--- src/rtl/led_mode_sequencer.sv ---
`default_nettype none
// +----------------------------------------------------------------------------+
// | Module   : led_mode_sequencer                                              |
// | Routes one of up to four LED mode drivers to the LED bank, with a dark     |
// | blanking gap and a driver restart pulse between modes.                     |
// | Revision : 1.0                                                             |
// +----------------------------------------------------------------------------+
module led_mode_sequencer #(
  parameter int MODE_COUNT   = 4,
  parameter int DWELL_CYCLES = 60000000,
  parameter int BLANK_CYCLES = 1200000,
  parameter int CNT_W        = 26
) (
  input  logic       clk,
  input  logic       rst,
  input  logic [7:0] mode0_led,
  input  logic [7:0] mode1_led,
  input  logic [7:0] mode2_led,
  input  logic [7:0] mode3_led,
  input  logic       btn_next,
  input  logic       btn_prev,
  input  logic       auto_en,
  output logic [7:0] led_out,
  output logic [1:0] mode_sel,
  output logic       drv_restart,
  output logic       blanking
);

  localparam logic [1:0]       c_LAST_SEL   = 2'(MODE_COUNT - 1);
  localparam logic [CNT_W-1:0] c_DWELL_LAST = CNT_W'(DWELL_CYCLES - 1);
  localparam logic [CNT_W-1:0] c_BLANK_LAST = CNT_W'(BLANK_CYCLES - 1);
  localparam logic [CNT_W-1:0] c_CNT_ONE    = CNT_W'(1);

  typedef enum logic [0:0] {
    ST_RUN   = 1'b0,
    ST_BLANK = 1'b1
  } state_t;

  state_t           r_state, w_state_nxt;
  logic [CNT_W-1:0] r_dwell, w_dwell_nxt;
  logic [CNT_W-1:0] r_blank, w_blank_nxt;
  logic [7:0]       w_led_sel, w_led_nxt;
  logic [1:0]       w_sel_nxt, w_sel_fwd, w_sel_back;
  logic             w_btn_evt, w_auto_evt, w_back;
  logic             w_restart_nxt, w_blanking_nxt;

  // Indices at or above MODE_COUNT never reach the LED bank.
  always_comb begin
    w_led_sel = 8'h00;
    case (mode_sel)
      2'd0:    w_led_sel = mode0_led;
      2'd1:    if (MODE_COUNT > 1) w_led_sel = mode1_led;
      2'd2:    if (MODE_COUNT > 2) w_led_sel = mode2_led;
      default: if (MODE_COUNT > 3) w_led_sel = mode3_led;
    endcase
  end

  assign w_sel_fwd  = (mode_sel == c_LAST_SEL) ? 2'd0 : mode_sel + 2'd1;
  assign w_sel_back = (mode_sel == 2'd0) ? c_LAST_SEL : mode_sel - 2'd1;

  // Opposing presses cancel; a lone prev overrides the auto direction.
  assign w_btn_evt  = btn_next ^ btn_prev;
  assign w_auto_evt = auto_en && (r_dwell == c_DWELL_LAST);
  assign w_back     = btn_prev & ~btn_next;

  always_comb begin
    w_state_nxt    = r_state;
    w_dwell_nxt    = r_dwell;
    w_blank_nxt    = '0;
    w_sel_nxt      = mode_sel;
    w_led_nxt      = 8'h00;
    w_restart_nxt  = 1'b0;
    w_blanking_nxt = 1'b0;
    case (r_state)
      ST_RUN: begin
        if (w_btn_evt || w_auto_evt) begin
          w_state_nxt    = ST_BLANK;
          w_dwell_nxt    = '0;
          w_sel_nxt      = w_back ? w_sel_back : w_sel_fwd;
          w_blanking_nxt = 1'b1;
        end else begin
          w_led_nxt = w_led_sel;
          if (auto_en) w_dwell_nxt = r_dwell + c_CNT_ONE;
        end
      end
      ST_BLANK: begin
        w_dwell_nxt = '0;
        if (r_blank == c_BLANK_LAST) begin
          w_state_nxt   = ST_RUN;
          w_restart_nxt = 1'b1;
        end else begin
          w_blank_nxt    = r_blank + c_CNT_ONE;
          w_blanking_nxt = 1'b1;
        end
      end
      default: w_state_nxt = ST_RUN;
    endcase
  end

  always_ff @(posedge clk) begin
    if (rst) begin
      r_state     <= ST_RUN;
      r_dwell     <= '0;
      r_blank     <= '0;
      mode_sel    <= 2'd0;
      led_out     <= 8'h00;
      drv_restart <= 1'b0;
      blanking    <= 1'b0;
    end else begin
      r_state     <= w_state_nxt;
      r_dwell     <= w_dwell_nxt;
      r_blank     <= w_blank_nxt;
      mode_sel    <= w_sel_nxt;
      led_out     <= w_led_nxt;
      drv_restart <= w_restart_nxt;
      blanking    <= w_blanking_nxt;
    end
  end

endmodule
`default_nettype wire

--- config.mk ---
export PLATFORM = sky130hd
export DESIGN_NAME = led_mode_sequencer
export DESIGN_NICKNAME = d
export VERILOG_FILES = /design/src/rtl/led_mode_sequencer.sv
export SDC_FILE = /design/constraint.sdc
export NUM_CORES = 1
export LEC_CHECK = 0
export BUFFER_PORTS_ARGS = -buffer_cell sky130_fd_sc_hd__buf_2
export CORE_ASPECT_RATIO = 1.4
export CORE_MARGIN = 2
export CORE_UTILIZATION = 30
export CTS_BUF_LIST = sky130_fd_sc_hd__clkbuf_4 sky130_fd_sc_hd__clkbuf_8
export CTS_CLUSTER_DIAMETER = 80
export DETAILED_ROUTE_END_ITERATION = 7
export HOLD_SLACK_MARGIN = 0.08
export PLACE_DENSITY = 0.55
export SKIP_CTS_REPAIR_TIMING = 1
export SLEW_MARGIN = 20
export SYNTH_ARGS = -nofsm -noshare
export SYNTH_HDL_FRONTEND = slang
export SYNTH_SLANG_ARGS = --single-unit
--- constraint.sdc ---
create_clock -name clk -period 1.95 [get_ports clk]
set_clock_uncertainty 0.2 [all_clocks]
set_input_delay 0.2925 -clock clk [delete_from_list [all_inputs] [get_ports clk]]
set_output_delay 0.2925 -clock clk [all_outputs]
set_load 0.005 [all_outputs]
# Word-level counts from Yosys, hierarchy flattened

Cells that the tools add are included.

Word-level logic and storage cells: 38
Register bits: 64
Input bits: 37
Output and inout port bits: 12

Equal/unequal tests: 6
Bitwise logic cells: 4
Mux-type cells: 11
Reductions and logical operators: 7
$add $sub $neg: 4

Operators with widths:

| kind                  | number |
|---|---|
| $add 26x1->26 const B | 2 |
| $mux 26               | 2 |
| $pmux 26 s2           | 1 |
| $eq 26x21->1 const B  | 1 |
| $eq 26x26->1 const B  | 1 |
| $pmux 8 s3            | 1 |
| $mux 2                | 3 |
| $reduce_or 3->1       | 2 |
| $eq 2x2->1 const B    | 2 |
| $mux 1                | 3 |
| $ne 3x3->1 const B    | 1 |
| $add 2x1->2 const B   | 1 |
| $eq 2x1->1 const B    | 1 |
| $logic_not 2->1       | 1 |
| $not 1->1             | 2 |
| $pmux 1 s2            | 1 |
| $reduce_and 2->1      | 1 |
| $reduce_or 2->1       | 1 |
| $sub 2x1->2 const B   | 1 |
| $and 1x1->1           | 1 |
| $logic_and 1x1->1     | 1 |
| $logic_or 1x1->1      | 1 |
| $xor 1x1->1           | 1 |

# Longest topological paths before layout

Gate-level depths: netlist of run 1.

Word-level depth: 5
Gate-level depth with buffers: 8
Depth with buffers taken out: 7

# Worst setup path before layout of run 1

OpenSTA, ideal clock, no wires.

Path kind: register -> register
From: register r_dwell[0]
To: register r_dwell[16]
Stages on the path, launching flop included: 9
Slack: -0.024 ns
Library setup time: 0.079 ns
Path buffers: 2
Arrival time: 1.695 ns
Clock period less this slack: 1.974 ns
Data required time: 1.671 ns
Path through: dfxtp_1 -> ha_1 -> and4_1 -> nand4_1 -> nor3_1 -> or3_1 -> buf_2 -> buf_4 -> a211oi_2

Word-level cells in the longest chain between the ends: 5
Elaborated cells between the ends (all ways): 8
Classes of those cells: 1 x add/sub; 2 x eq/ne; 3 x mux; 2 x reduce/logical

Ends and longest elaborated chain:

| element                                               | RTL line | source |
|---|---|---|
| start: declaration                                    | 40       | `logic [CNT_W-1:0] r_dwell, w_dwell_nxt;` |
| start signal: assignment                              | 111      | `r_dwell <= w_dwell_nxt;` |
| branches (longest 5 deep; another with $add 26x1->26) | n/a      |  |

Parallel ways; which one is timed is not known. The select of a mux whose other input is x is not followed.
A chain may end at the register's enable or synchronous reset.

# Final worst setup path of run 1

From: register r_blank[0]
To: register r_blank[20]

Word-level cells in the longest chain between the ends: 2
Elaborated cells between the ends (all ways): 3
Classes of those cells: 1 x add/sub; 1 x eq/ne; 1 x reduce/logical

Ends and longest elaborated chain:

| element                                               | RTL line | source |
|---|---|---|
| start: declaration                                    | 41       | `logic [CNT_W-1:0] r_blank, w_blank_nxt;` |
| start signal: assignment                              | 112      | `r_blank <= w_blank_nxt;` |
| branches (longest 2 deep; another with $add 26x1->26) | n/a      |  |

Parallel ways; which one is timed is not known.

==> summary.md, run 1 <==
| Metric | Value |
|---|---|
| Synth Register Bits | 64 |
| Pleak | 0.00149 uW |
| Fmax | 530 MHz |
| Hold violation total from the final report | 0 |
| Post-synth top flop | dfxtp_1 |
| RSZ-0062 raised after global routing | true |
| Routed vias/inst | 4.81 |
| Hold Crit Class | primary input to flip-flop |
| Crit. End Element | flip-flop |
| Post-route cell area | 0.00409 mm^2 |
| Synth-to-layout area growth | 31.8% |
| Io pins | 49 |
| Core area | 0.0100 mm^2 |
| Pin count of the biggest net entering global routing | 28 |
| Final nets | 491 |
| Fin crit period | 1.89 ns |
| Post-synth top cells | nor2_1 (79), dfxtp_1 (64), nand2_1 (24) |
| Worst Max-Slew Pin Slew | 0.548 ns |
| DRC violations left | 0 |
| Status | finished, final reports clean |
| Reg area | 0.00128 mm^2 |
| Clk buf depth | 2 |
| Avg Cell Area, Syn | 8.66 um^2 |
| Num rows | 43 |
| Largest family of logic cells by synthesized area | simple AND/OR/NAND/NOR gates |
| Syn Nets | 402 |
| Synth area leader | dfxtp_1 |
| WL/cell | 12.4 um |
| Post-synth EDFFs | 0 |
| Synth Area in Simple Gates | 32.6% |
| # fillers | 1030 |
| Area after detailed placement | 0.00369 mm^2 |
| Total global-route track usage | 13.4% |
| Worst Path Required | 1.99 ns |
| Max cap viols | 0 |
| N_diodes | 0 |
| Clock Latency Late Sink | 0.34 ns |
| Most common cell in the netlist | nor2_1 |
| CTS H-tree lvls | 3 |
| Rel. slew slack | 63.5% |
| Multi-input gate area | 0.00177 mm^2 |
| Fin util | 40.8% |
| Share of cells above drive strength 1 | 27.9% |
| Mux share of post-synthesis cell area | 0.323% |
| Slew Viols, Final | 0 |
| P per Cell Area | 714 mW/mm^2 |
| Vias in the first global route | 2859 |
| # setup viols final | 0 |
| # port buffers | 48 |
| Sequential area share after synthesis | 41.3% |
| Ys Warns | 0 |
| CTS root buffer | clkbuf_8 |
| Final Total Pwr | 2920 uW |
| Die footprint | 0.0112 mm^2 |
| Die Ht | 124 um |
| Via Count | 2823 |
| 1st-pass router iterations | 7 |
| Critical Path Fanout Max | 4 |
| Async SR Flop Fraction | 0% |
| CTS tree | yes |
| Post-synth cell types | 46 |
| Num CTS Buffers | 9 |
| Grt ovf | 0 |
| Synth top area share | 41.3% |
| Crit share post-route | 96.8% |
| RePlAce Congestion | 0.802 |
| DIE WIDTH | 89.9 um |
| Global-route wire length before repair | 12.6 mm |
| Initial Utilization | 31.0% |
| Syn Inst Count | 358 |
| Startpoint types | flip-flop |
| Worst Path Arrival | 1.92 ns |
| 1st-iter DRT viols | 168 |
| WS Path Type | flip-flop to flip-flop |
| Initial antenna violation count | 0 |
| Final wirelength | 7.28 mm |
| Synth top area cells | dfxtp_1 (41%), nor2_1 (9.6%), xnor2_1 (5.7%) |
| Xor/xnor share of the synthesized area | 11.3% |
| Clk sinks | 64 |
| Clk pin slew, worst setup/hold paths | 0.08 ns |
| Post-Syn Area | 0.00310 mm^2 |
| DP HPWL | 5.30 mm |
| Compound-Gate Fraction of Synth Area | 8.60% |
| Routed Antenna Nets | 0 |
| Area share of fa/ha/maj cells after synthesis | 2.83% |
| Worst vdd ir | 0.278 mV |
-- metal layers --
| layer | GRT usage, % | share of wire, % | vias to the layer above |
|---|---|---|---|
| met5 | 0 | 0 | - |
| met4 | 4.80 | 1.6 | 0 |
| met3 | 3.63 | 3.3 | 12 |
| met2 | 23.7 | 52 | 44 |
| met1 | 15.6 | 43 | 1328 |
| li1 | - | - | 1439 |
-- layout by cell type (no fill, tap or decap), drive strengths merged, types with 3 or more instances in the layout --
cell	synthesis	routed
clkbuf	7	12
nor3	15	15
a31oi	3	3
a21oi	13	13
dlygate4sd3	0	9
and2	3	3
nor2	79	79
ha	7	7
xor2	20	20
nand3	17	17
nand4	18	18
buf	6	82
nand2	25	25
and3	4	4
and4	4	4
nor4b	4	4
xnor2	20	20
or3	4	4
dfxtp	64	64
o21ai	4	4
nor3b	3	3
a222oi	8	8
inv	9	10
nor4	6	6
-- kinds of logic (layout without fill, tap and decap cells) --
logic type               count (synthesis)  in the layout
AND/OR/NAND/NOR                        190            190
flip-flops                              64             64
XOR/XNOR                                40             40
AO/OA/AOI/OAI                           34             34
buffers and inverters                   22            116
adder cells (fa/ha/maj)                  7              7
multiplexers                             1              1
-- path summary, 6_finish.rpt --
kind	startpoint	endpoint	slack (ns)	cells after the start
max	r_blank[0]	r_blank[20]	0.06	6
min	mode1_led[1]	led_out[1]	0.12	5
max reg2reg	r_blank[0]	r_blank[20]	0.06	6
min reg2reg	r_blank[0]	r_blank[0]	0.26	1
-- worst max-delay path: stages, from the launching register on --
cell and delay, ns:
dfxtp_1 0.36, ha_2 0.23, nand2_1 0.08, or3_1 0.44
nor3_1 0.27, xnor2_1 0.15, nor2_1 0.06
-- where the power goes --
part / internal, uW / total, uW / switching (uW) / leakage, uW
sequential: 1330 / 1360 / 24.7 / 0.000517
clock: 677 / 1190 / 515 / 0.000106
combinational: 179 / 365 / 185 / 0.000866
total: 2190 / 2920 / 725 / 0.00149
-- flip-flops by register name, indices dropped and copies added (netlist names) --
name	count
led_out	8
r_state	1
mode_sel	2
drv_restart	1
r_dwell	26
r_blank	26
-- stage by stage --
stage / hold slack (ns) / TNS, ns / worst slack [ns] / cells
2_1_floorplan: 0.165 / 0 / 0.0248 / 358
6_report: 0.115 / 0 / 0.0627 / 587
3_5_place_dp: 0.242 / -0.0200 / -0.0200 / 557
5_1_grt: 0.127 / -0.0686 / -0.0251 / 587
3_3_place_gp: 0.233 / -0.0120 / -0.0120 / 557
4_1_cts: -0.0327 / -0.0229 / -0.0229 / 573
-- cell type report --
cell class / count / area share (%)
repair buffers: 91 / 15.2
clock buffers: 12 / 3.89
well taps: 135 / 4.13
multi-input cells: 272 / 43.3
inverters: 9 / 0.827
clock inverters: 4 / 1.26
flip-flops and latches: 64 / 31.4
(Power assumes the default switching activity.)
==> run 2, diff against run 1 <==
==> constraint.sdc (replaced) <==
create_clock -name clk -period 1.7 [get_ports clk]
set_clock_uncertainty 0.2 [all_clocks]
set_input_delay 0.255 -clock clk [delete_from_list [all_inputs] [get_ports clk]]
set_output_delay 0.255 -clock clk [all_outputs]
set_load 0.005 [all_outputs]
==> run 2 against run 1 <==
- largest power group unchanged
- final cell count rose by 9.9%
- the flow now finishes with violations (negative setup slack)
- highest routed layer unchanged
- via count rose by 9.2%
- core utilization rose by 8.4 points
==> summary.md, run 2 (synthesized netlist as in run 1, its figures left out) <==
| Metric | Value |
|---|---|
| DP HPWL | 6.01 mm |
| CTS H-tree lvls | 3 |
| Grt met2 use | 27.0% |
| RePlAce Congestion | 0.821 |
| Synth-to-layout area growth | 58.9% |
| WL/cell | 12.9 um |
| N_diodes | 0 |
| Worst Max-Slew Pin Slew | 0.390 ns |
| Setup ws final | -0.195 ns |
| Final nets | 549 |
| Worst Path Arrival | 1.97 ns |
| Routed Antenna Nets | 0 |
| Fin crit period | 1.90 ns |
| Core area | 0.0100 mm^2 |
| Most frequent cells in the layout | buf_4 (83), nor2_1 (57), dfxtp_1 (50) |
| 1st-iter DRT viols | 72 |
| Max cap viols | 0 |
| Initial Utilization | 31.0% |
| Post-Place Worst Slack | -0.192 ns |
| Initial antenna violation count | 0 |
| Startpoint types | flip-flop |
| DRC violations left | 0 |
| Hold Crit Class | primary input to flip-flop |
| Failing checks | negative setup slack |
| Status | finished with violations |
| Pin count of the biggest net entering global routing | 27 |
| Clock Latency Late Sink | 0.35 ns |
| Rel. slew slack | 73.9% |
| Clk sinks | 64 |
| Worst vdd ir | 0.432 mV |
| DIE WIDTH | 89.9 um |
| Grt ovf | 0 |
| CTS tree | yes |
| Num rows | 43 |
| P per Cell Area | 688 mW/mm^2 |
| Global-route met3 utilization | 3.39% |
| GRT met1 Usage | 15.7% |
| Crit. End Element | flip-flop |
| Clk buf depth | 2 |
| Vias in the first global route | 3072 |
| Die Ht | 124 um |
| # port buffers | 48 |
| Routed vias/inst | 4.78 |
| Final Total Pwr | 3390 uW |
| Pleak | 0.00190 uW |
| Biggest regs | r_blank x26, r_dwell x26, led_out x8 |
| Share of cells above drive strength 1 | 48.2% |
| Commonest non-fill, non-tap cell in the layout | buf_4 |
| CTS root buffer | clkbuf_8 |
| Fmax | 528 MHz |
| Hold violation total from the final report | 0 |
| 1st-pass router iterations | 5 |
| Total global-route track usage | 14.5% |
| # setup viols final | 38 |
| Num CTS Buffers | 9 |
| RSZ-0062 raised after global routing | true |
| Slew Viols, Final | 0 |
| Worst Path Required | 1.78 ns |
| Final wirelength | 8.34 mm |
| WS Path Type | flip-flop to flip-flop |
| Global-route wire length before repair | 13.4 mm |
| Die footprint | 0.0112 mm^2 |
| Clk pin slew, worst setup/hold paths | 0.07 ns |
| Critical Path Fanout Max | 8 |
| Via Count | 3083 |
| Crit share post-route | 111% |
| Io pins | 49 |
| Busiest layer in global routing | met2 |
-- run 2: cell count changes in the layout (fill, tap and decap cells not counted), sizes merged --
| cell | change |
|---|---|
| dlygate4sd3 | -1 |
| inv | -1 |
| clkinv | +2 |
| buf | +58 |
-- run 2: worst max-delay path, cell delays in order (launching register included) --
cell and delay [ns]:
dfxtp_2 0.33, ha_4 0.16, and4_4 0.19, nand4_1 0.11, nor3_2 0.07, or3_4 0.44
clkbuf_16 0.20, a21oi_2 0.12
-- run 2: cell type report --
type | instances | area, um^2
clock buffer | 11 | 145
clock inverter | 5 | 56.3
fill | 952 | 5080
inverter | 9 | 33.8
multi-input combinational | 272 | 2120
sequential | 64 | 1300
tap | 135 | 169
timing repair buffer | 149 | 1100
-- run 2: path summary, 6_finish.rpt --
| check | slack, ns | depth (start not counted) | startpoint | endpoint |
|---|---|---|---|---|
| setup / recovery | -0.20 | 7 | r_dwell[1] | r_dwell[15] |
| hold / removal | 0.003 | 2 | rst | mode_sel[1] |
| hold reg to reg | 0.32 | 2 | r_blank[11] | r_blank[11] |
| setup reg to reg | -0.20 | 7 | r_dwell[1] | r_dwell[15] |
-- run 2: stage by stage --
stage	setup TNS, ns	cell area [um^2]	utilization, %	hold slack, ns	std cells
floorplan	-3.29	3180	-	0.127	358
global placement	-5.50	4190	41.9	0.295	615
detailed placement	-6.73	4190	41.9	0.303	615
CTS	-8.29	4390	43.9	-0.0641	631
global route	-9.41	4920	49.2	0.0112	645
finish	-5.16	4920	49.2	0.00326	645
-- run 2: metal layers --
layer / part of all wire, % / up-vias
li1: - / 1548
met1: 42 / 1473
met2: 53 / 49
met3: 3.1 / 13
met4: 1.8 / 0
met5: 0 / -
-- run 2: report_power, final --
part           total (uW)  internal, uW  switching (uW)
registers            1550          1530            22.2
logic                 518           259             258
clock network        1320           730             589
==> run 3, diff against run 2 <==
--- a/config.mk
+++ b/config.mk
@@ -6,14 +6,14 @@
 export NUM_CORES = 1
 export LEC_CHECK = 0
 export BUFFER_PORTS_ARGS = -buffer_cell sky130_fd_sc_hd__buf_2
-export CORE_ASPECT_RATIO = 1.4
+export CORE_ASPECT_RATIO = 1.1
 export CORE_MARGIN = 2
 export CORE_UTILIZATION = 30
-export CTS_BUF_LIST = sky130_fd_sc_hd__clkbuf_4 sky130_fd_sc_hd__clkbuf_8
+export CTS_BUF_LIST = sky130_fd_sc_hd__clkbuf_8
 export CTS_CLUSTER_DIAMETER = 80
 export DETAILED_ROUTE_END_ITERATION = 7
 export HOLD_SLACK_MARGIN = 0.08
-export PLACE_DENSITY = 0.55
+export PLACE_DENSITY = 0.54
 export SKIP_CTS_REPAIR_TIMING = 1
 export SLEW_MARGIN = 20
 export SYNTH_ARGS = -nofsm -noshare
==> constraint.sdc (replaced) <==
create_clock -name clk -period 2.1 [get_ports clk]
set_clock_uncertainty 0.2 [all_clocks]
set_input_delay 0.315 -clock clk [delete_from_list [all_inputs] [get_ports clk]]
set_output_delay 0.315 -clock clk [all_outputs]
set_load 0.005 [all_outputs]
==> run 3 against run 2 <==
- the run now ends clean
- global-route usage fell by 1.5 points
- worst setup slack improved by 0.32 ns
- fmax fell by 4.0%
- sequential power fell by 19%
- largest cell class unchanged
- critical path type unchanged
==> summary.md, run 3 (synthesized netlist as in run 1, its figures left out) <==
| Metric | Value |
|---|---|
| # port buffers | 48 |
| RSZ-0062 raised after global routing | false |
| Slew Viols, Final | 0 |
| Status | finished, final reports clean |
| DIE WIDTH | 101 um |
| Share of cells above drive strength 1 | 22.3% |
| Worst Path Required | 2.16 ns |
| Routed vias/inst | 5.00 |
| Initial antenna violation count | 0 |
| Worst Path Arrival | 2.04 ns |
| P per Cell Area | 715 mW/mm^2 |
| CP max-delay cell | or3_4 |
| # setup viols final | 0 |
| Hold Crit Class | primary input to flip-flop |
| Post-Place Worst Slack | 0.0909 ns |
| Worst Max-Slew Pin Slew | 0.536 ns |
| Io pins | 49 |
| DRC violations left | 0 |
| Grt ovf | 0 |
| Commonest non-fill, non-tap cell in the layout | nor2_1 |
| Synth-to-layout area growth | 25.0% |
| Num rows | 38 |
| Hold violation total from the final report | 0 |
| Biggest regs | r_blank x26, r_dwell x26, led_out x8 |
| Via Count | 2757 |
| Pleak | 0.00140 uW |
| Initial Utilization | 31.0% |
| Clk pin slew, worst setup/hold paths | 0.07 ns |
| CTS H-tree lvls | 3 |
| Clock Latency Late Sink | 0.34 ns |
| Worst vdd ir | 0.355 mV |
| 1st-pass router iterations | 5 |
| Core area | 0.00998 mm^2 |
| CTS root buffer | clkbuf_8 |
| Num CTS Buffers | 9 |
| Clk sinks | 64 |
| Routed Antenna Nets | 0 |
| Rel. slew slack | 64.3% |
| Final wirelength | 7.02 mm |
| Global-route wire length before repair | 11.8 mm |
| Most frequent cells in the layout | nor2_1 (79), dfxtp_1 (64), buf_2 (48) |
| Critical Path Fanout Max | 10 |
| Fin crit period | 1.97 ns |
| Vias in the first global route | 2570 |
| Final nets | 471 |
| Setup ws final | 0.126 ns |
| Pin count of the biggest net entering global routing | 27 |
| WS Path Type | flip-flop to flip-flop |
| 1st-iter DRT viols | 112 |
| Total Neg Setup Slack | 0 ns |
| Total global-route track usage | 13.0% |
| DP HPWL | 5.03 mm |
| Clk buf depth | 2 |
| CP Cell Sequence | ha_1 -> and4_1 -> nand4_1 -> nor3_1 -> or3_4 -> buf_4 -> nor3_1 |
| Crit share post-route | 94.0% |
| Fmax | 507 MHz |
| Cell mode on critical path | nor3_1 |
| Die Ht | 111 um |
| RePlAce Congestion | 0.809 |
| Startpoint types | flip-flop |
| CTS tree | yes |
| Worst hold margin | 0.0311 ns |
| Crit. End Element | flip-flop |
| Critical Path Max Stage Delay | 0.35 ns |
| WL/cell | 12.7 um |
| N_diodes | 0 |
| Max cap viols | 0 |
| Delay-heaviest family, CP | simple AND/OR/NAND/NOR gates |
| Die footprint | 0.0112 mm^2 |
| Final Total Pwr | 2770 uW |
| WP buf/inv | 1 |
[run 3: changes by cell type in the layout (fill, tap and decap cells not counted), moves of 5 or more]
cell	change
nor3_4	-5
xor2_1	+5
buf_4	-70
ha_1	+5
nor3_1	+10
nor2_4	-13
xor2_2	-5
nor3_2	-5
dfxtp_2	-12
nor2_2	-9
dfxtp_1	+14
nor2_1	+22
[run 3: cell type report]
type	instances	area, um^2
fillers	1030	6110
inverters	9	33.8
repair buffers	71	458
clock buffers	11	151
flip-flops and latches	64	1280
clock inverters	4	68.8
multi-input cells	272	1730
well taps	120	150
[run 3: final timing paths]
check                                   from           to  slack [ns]  cells past startpoint
worst max-delay path              r_dwell[0]  r_dwell[11]        0.13                      7
worst min-delay path            mode3_led[3]   led_out[3]        0.03                      3
worst max register to register    r_dwell[0]  r_dwell[11]        0.13                      7
worst min register to register    r_blank[0]   r_blank[0]        0.25                      1
[run 3: routing by layer]
layer	share of wire (%)	global-route usage, %	wire length (um)
met4	1.2	4.32	87
met2	47	20.9	3310
met5	0	0	0
met3	4.1	4.30	289
met1	47	16.1	3330
[run 3: worst min-delay path, stage by stage]
cell     delay [ns]
buf_2          0.08
a21oi_1        0.05
nor2_1         0.08
[run 3: report_power, final]
part	internal (uW)	switching [uW]	total (uW)	leakage, uW
combinational	150	160	310	0.000766
clock	721	477	1200	0.000117
sequential	1240	21.7	1260	0.000517
total	2110	659	2770	0.00140
[run 3: per-stage QoR]
| stage | util, % | area, um^2 | std cells |
|---|---|---|---|
| finish | 38.8 | 3870 | 551 |
| global route | 38.8 | 3870 | 551 |
| CTS | 37.9 | 3790 | 543 |
| detailed placement | 35.7 | 3570 | 528 |
| global placement | 35.7 | 3570 | 528 |
| floorplan | - | 3100 | 358 |
